### config.mk
export PLATFORM = sky130hd
export DESIGN_NAME = synch_fifo_reader
export DESIGN_NICKNAME = d
export VERILOG_FILES = /design/src/rtl/synch_fifo_reader_pkg.sv /design/src/rtl/synch_fifo_reader.sv
export SDC_FILE = /design/constraint.sdc
export NUM_CORES = 1
export LEC_CHECK = 0
export BUFFER_PORTS_ARGS = -buffer_cell sky130_fd_sc_hd__buf_2
export CAP_MARGIN = 20
export CORE_MARGIN = 8
export CORE_UTILIZATION = 47
export DETAILED_ROUTE_END_ITERATION = 7
export PLACE_DENSITY = 0.82
export SLEW_MARGIN = 25
export SYNTH_ARGS = -nofsm -noshare
export SYNTH_HDL_FRONTEND = slang
export SYNTH_SLANG_ARGS = --single-unit
### constraint.sdc
create_clock -name clk -period 1.8 [get_ports clk]
set_clock_uncertainty 0.05 [all_clocks]
set_input_delay 0.09 -clock clk [delete_from_list [all_inputs] [get_ports clk]]
set_output_delay 0.09 -clock clk [all_outputs]
set_load 0.03 [all_outputs]
### src/rtl/synch_fifo_reader_pkg.sv
// rtl/synch_fifo_reader_pkg.sv - shared constants for synch_fifo and its read-side controller
package synch_fifo_reader_pkg;

    localparam int FIFO_WIDTH_DEF = 16;
    localparam int RD_BUF_DEPTH   = 2;
    localparam int BUF_CNT_W      = 2;

endpackage

### src/rtl/synch_fifo_reader.sv
// rtl/synch_fifo_reader.sv - absorbs synch_fifo read latency and re-presents words as a valid/ready stream
module synch_fifo_reader
    import synch_fifo_reader_pkg::*;
#(
    parameter int FIFO_WIDTH = FIFO_WIDTH_DEF
) (
    input  logic                  clk,
    input  logic                  rst,
    input  logic                  fifo_empty,
    output logic                  rd_en,
    input  logic [FIFO_WIDTH-1:0] read_data,
    output logic                  m_valid,
    output logic [FIFO_WIDTH-1:0] m_data,
    input  logic                  m_ready,
    output logic [BUF_CNT_W-1:0]  buf_cnt
);

    localparam logic [BUF_CNT_W:0] DEPTH = RD_BUF_DEPTH[BUF_CNT_W:0];

    logic [FIFO_WIDTH-1:0] slot0_q, slot0_d;
    logic [FIFO_WIDTH-1:0] slot1_q, slot1_d;
    logic [BUF_CNT_W-1:0]  cnt_q, cnt_d;
    logic                  pend_q, pend_d;
    logic                  m_valid_q, m_valid_d;
    logic                  pop;
    logic [BUF_CNT_W:0]    occ_next;
    logic [BUF_CNT_W-1:0]  kept;

    assign pop      = m_valid_q && m_ready;
    // occupancy once this cycle's pop and any landing read are accounted for
    assign occ_next = {1'b0, cnt_q} + {{BUF_CNT_W{1'b0}}, pend_q} - {{BUF_CNT_W{1'b0}}, pop};
    assign kept     = cnt_q - {{(BUF_CNT_W-1){1'b0}}, pop};
    assign rd_en    = !rst && !fifo_empty && (occ_next < DEPTH);

    always_comb begin
        slot0_d   = slot0_q;
        slot1_d   = slot1_q;
        pend_d    = rd_en;
        cnt_d     = occ_next[BUF_CNT_W-1:0];
        m_valid_d = (occ_next != '0);
        if (pop && cnt_q == 2'd2) begin
            slot0_d = slot1_q;
        end
        // landing word goes to the first slot still free after the pop
        if (pend_q) begin
            if (kept == '0) begin
                slot0_d = read_data;
            end else begin
                slot1_d = read_data;
            end
        end
    end

    always_ff @(posedge clk or posedge rst) begin
        if (rst) begin
            slot0_q   <= '0;
            slot1_q   <= '0;
            cnt_q     <= '0;
            pend_q    <= 1'b0;
            m_valid_q <= 1'b0;
        end else begin
            slot0_q   <= slot0_d;
            slot1_q   <= slot1_d;
            cnt_q     <= cnt_d;
            pend_q    <= pend_d;
            m_valid_q <= m_valid_d;
        end
    end

    assign m_valid = m_valid_q;
    assign m_data  = slot0_q;
    assign buf_cnt = cnt_q;

endmodule
# [Word-level counts from Yosys, hierarchy flattened]
# Cells that the tools add are included.
[op_classes] addsub=3 order_cmp=1 n_eq_ne=1 mux=3 bitwise_logic=1 reduce_logical=9
[op_table] cell="$mux W16" n=3
[op_table] cell="$logic_and A1 B1 Y1" n=4
[op_table] cell="$add A2 B1 Y3" n=1
[op_table] cell="$lt A3 B2 Y1 const B" n=1
[op_table] cell="$reduce_bool A3 Y1" n=1
[op_table] cell="$sub A3 B1 Y3" n=1
[op_table] cell="$eq A2 B2 Y1 const B" n=1
[op_table] cell="$logic_not A1 Y1" n=2
[op_table] cell="$logic_not A2 Y1" n=1
[op_table] cell="$reduce_and A2 Y1" n=1
[op_table] cell="$sub A2 B1 Y2" n=1
[op_table] cell="$not A1 Y1" n=1
[totals] register_bits=36 inputBits=20 output_inout_bits=20 word_cells=23

# [Longest topological paths before layout]
[depth] word_depth=5 ltp_mapped=7

# [Worst setup path before layout]
# OpenSTA, ideal clock, no wires.
[synth_path] path_kind="register to register" start="register m_valid_q, in the netlist m_valid" end="register pend_q" t_arrival_ns=2.697 slack_ns=-1.180 stages_incl_launch_ff=7 cell_sequence="dfrtp_1 > nand2_1 > or2_2 > nand2_1 > ha_1 > fa_1 > nor4_1"
[synth_between] elab_chain_cells=4
[synth_rtl] item="from (decl)" line="synch_fifo_reader.sv:24" rtl="logic m_valid_q, m_valid_d;"
[synth_rtl] item="from (signal assigned)" line="synch_fifo_reader.sv:66" rtl="m_valid_q <= m_valid_d;"
[synth_rtl] item="$logic_and A1 B1 Y1" line="synch_fifo_reader.sv:29" rtl="assign pop = m_valid_q && m_ready;"
[synth_rtl] item="$sub A3 B1 Y3" line="synch_fifo_reader.sv:31" rtl="assign occ_next = {1'b0, cnt_q} + {{BUF_CNT_W{1'b0}}, pend_q} - {{BUF_CNT_W{1'b0}}, pop};"
[synth_rtl] item="named net occ_next[1]" line="synch_fifo_reader.sv:26" rtl="logic [BUF_CNT_W:0] occ_next;"
[synth_rtl] item="$lt A3 B2 Y1" line="synch_fifo_reader.sv:33" rtl="assign rd_en = !rst && !fifo_empty && (occ_next < DEPTH);"
[synth_rtl] item="$logic_and A1 B1 Y1" line="synch_fifo_reader.sv:33"
[synth_rtl] item="named net rd_en" line="synch_fifo_reader.sv:10" rtl="output logic rd_en,"
[synth_rtl] item="to (signal assigned)" line="synch_fifo_reader.sv:65" rtl="pend_q <= pend_d;"
[synth_rtl] item="to (decl)" line="synch_fifo_reader.sv:23" rtl="logic pend_q, pend_d;"
# The timed path passes the listed nets, and every way through them passes these cells.
# A chain may end at the register's enable or synchronous reset.

# [Final worst setup path]
[layout_path] start="register m_valid_q, in the netlist m_valid" end="output rd_en"
[layout_between] elab_chain_cells=4
[layout_rtl] item="$logic_and A1 B1 Y1" line="synch_fifo_reader.sv:29"
[layout_rtl] item="$sub A3 B1 Y3" line="synch_fifo_reader.sv:31"
[layout_rtl] item="named net occ_next[1]" line="synch_fifo_reader.sv:26"
[layout_rtl] item="$lt A3 B2 Y1" line="synch_fifo_reader.sv:33"
[layout_rtl] item="$logic_and A1 B1 Y1" line="synch_fifo_reader.sv:33"
[layout_rtl] item="to (decl)" line="synch_fifo_reader.sv:10"
# The timed path passes the listed nets, and every way through them passes these cells.

==> metrics <==
Remaining Overflow, GRT=0; Crit path arrival time=2.08 ns; post-synth top area cell=dfrtp_1; clock sinks=36; Worst Path Class, Setup=register to output port; ant diodes=0; max_cap viols=0; GP Congestion=0.688; PwrDens=1830 nW/um^2; crit share post-route=123%; PortBufs=39; Slew @ Worst Pin=0.443 ns; RSZ-0062 raised after global routing=yes; residual DRC count=0; ANT nets after route=0; synth warn=0; Reg2Reg Depth=9; number of synthesized register bits=36; fin crit period=between 2 and 2.5 ns; hold path startpoint=m_ready; clock root cell=clkbuf_4; CTS tree=yes; final core occ=around 70%; synthesized area per cell=16.0 sq um; fraction of layout cells with a size suffix above 1=roughly two thirds; initial core utilization=about half; critical path startpoint=m_valid; Synth Instances=104; cts bufs inserted=5; first-pass GRT wire length=about 5500 um; non-filler cells, final=224; Detailed Routing Iterations Pass 1=4; Post-DP HPWL=about 2300 um; Max VDD drop=0.000969 V; floorplan die width=around 75 um; setup TNS=-0.961 ns; R2R Path End=m_valid; syn_nets=126; fmax=between 400 and 500 MHz; total power=4.28 mW; area grow syn2layout=40.4%; final net count=199; Inst Count DP=between 150 and 200; final slew viol count=0; register area share after synthesis=between 50% and 60%; final hold viol count=0; Unique masters post-synth=20; Worst Setup End Kind=output port; Ports=40; vias in the first global route=1230; # setup viols final=3; outcome=complete, but fails checks; Avg WL per Cell=around 15 um; CP endpoint=rd_en; Core Region=between 3000 and 4000 sq um; GRT Util Overall=approximately an eighth; DR vias=~1100; Synth Cell Area=roughly 1700 sq um; DR vias/cell=~4.9; crit start category=register; H-tree Lvls=2; buffer depth of the longest clock path=2; worst skew pair latency=~0.33 ns; FP Rows=21; final WL=between 3000 and 4000 um; setup ws final=-0.419 ns; Worst Path Required=around 1.7 ns; Synth top area share=between 50% and 60%; Pleak=between 1 and 1.5 nW; fill count=255; largest net degree at the start of global routing=37; r2r setup slk=-0.42 ns; register clock-pin slew on the reported worst setup and hold paths=0.10 ns; Critical Path Fanout Max=2; detailed router's first-iteration violation count=26; die area=about 5700 sq um; Tightest Hold Check Type=input pin to register; main area contributors after synthesis=dfrtp_1, mux2_2, mux2_4, nand4b_4, buf_12; R2R Path Start=m_valid; slew margin rel.=70.5%; antenna violations before repair=0; die height=about 75 um; failing checks=negative setup slack
kinds of logic (layout without fill, tap and decap cells):
kind of cell    after synthesis  in the layout  share of synthesized area (%)
simple gates                  9              9                           4.36
mux                          48             48                           34.8
xor+xnor                      1              1                          0.527
buf+inv                       6             80                           3.09
flops                        36             36                           54.2
fa+ha+maj                     2              2                           1.96
compound gates                2              2                           1.13
power breakdown:
part           total [mW]  internal, mW  switching [mW]
registers            1.42          1.21           0.214
logic                2.22          1.20            1.02
clock network       0.632         0.369           0.263
total                4.28          2.78            1.50
cell usage in the layout, fill, tap and decap left out, drive strengths merged, types with 2 or more instances in the layout:
cell type / Yosys / layout
buf: 4 / 52
inv: 2 / 2
nand4b: 2 / 2
nand2: 3 / 3
dlygate4sd3: 0 / 18
mux2: 48 / 48
dfrtp: 36 / 36
clkbuf: 0 / 7
timing repair:
| item | CTS | global route |
|---|---|---|
| setup buffers | 4 | 1 |
| endpoints found under the hold margin | 69 | 0 |
| resized for setup | 8 | 4 |
| setup endpoints to repair | 2 | 5 |
| pin swaps | 2 | 3 |
| gates cloned | 0 | 0 |
| hold buffers | 18 | 0 |
layer usage:
metal  global-route usage, %  part of all wire (%)  vias to the layer above
li1                        -                     -                      521
met1                    15.0                    43                      531
met2                    22.1                    49                       32
met3                    4.47                   6.3                        7
met4                    6.40                   1.9                        0
met5                       0                     0                        -
cell type report:
class	count	area [sq um]	share of cell area, %
timing repair buffer	70	519	22.2
inverter	2	7.51	0.322
multi-input combinational	62	753	32.3
tap	46	57.6	2.47
sequential	36	902	38.6
clock inverter	1	30.0	1.29
clock buffer	7	65.1	2.79
Yosys cell counts:
| master | number |
|---|---|
| dfrtp_1 | 36 |
| fa_1 | 1 |
| buf_4 | 1 |
| or3_1 | 1 |
| mux2_2 | 38 |
| buf_2 | 1 |
| inv_1 | 2 |
| nor4_1 | 1 |
| buf_6 | 1 |
| or2_2 | 1 |
| nand4b_1 | 1 |
| xnor2_1 | 1 |
| nand4b_4 | 1 |
| ha_1 | 1 |
| nand3_2 | 1 |
| buf_12 | 1 |
| nand2_1 | 3 |
| a211o_1 | 1 |
| mux2_4 | 10 |
| a21bo_1 | 1 |
registers in the layout, indices dropped and copies added (netlist names):
register	count
m_data	16
slot1_q	16
buf_cnt	2
m_valid	1
pend_q	1
worst max-delay path, stage by stage (launching register included):
cell     delay [ns]
dfrtp_2        0.38
nand2_2        0.05
or2_4          0.24
nand2_4        0.06
ha_4           0.12
fa_2           0.46
nor4_4         0.26
buf_6          0.17
worst min path at each step:
| stage | endpoint | slack, ns | cells past startpoint |
|---|---|---|---|
| after global routing | buf_cnt[0] | 0.20 | 5 |
| after detailed placement | pend_q | 0.21 | 3 |
| final | buf_cnt[0] | 0.19 | 5 |
| after floorplan | pend_q | 0.15 | 1 |
| after CTS | buf_cnt[0] | 0.15 | 5 |
| after global placement | buf_cnt[0] | 0.18 | 3 |
stage by stage:
step | hold WS [ns] | instance area, sq um | worst slack, ns
6_report | 0.191 | 2330 | -0.419
3_3_place_gp | 0.184 | 1990 | -0.116
2_1_floorplan | 0.152 | 1690 | -0.376
4_1_cts | 0.150 | 2330 | -0.464
3_5_place_dp | 0.209 | 1990 | -0.178
5_1_grt | 0.199 | 2330 | -0.519
No activity file was read; power rests on OpenSTA's default activity.
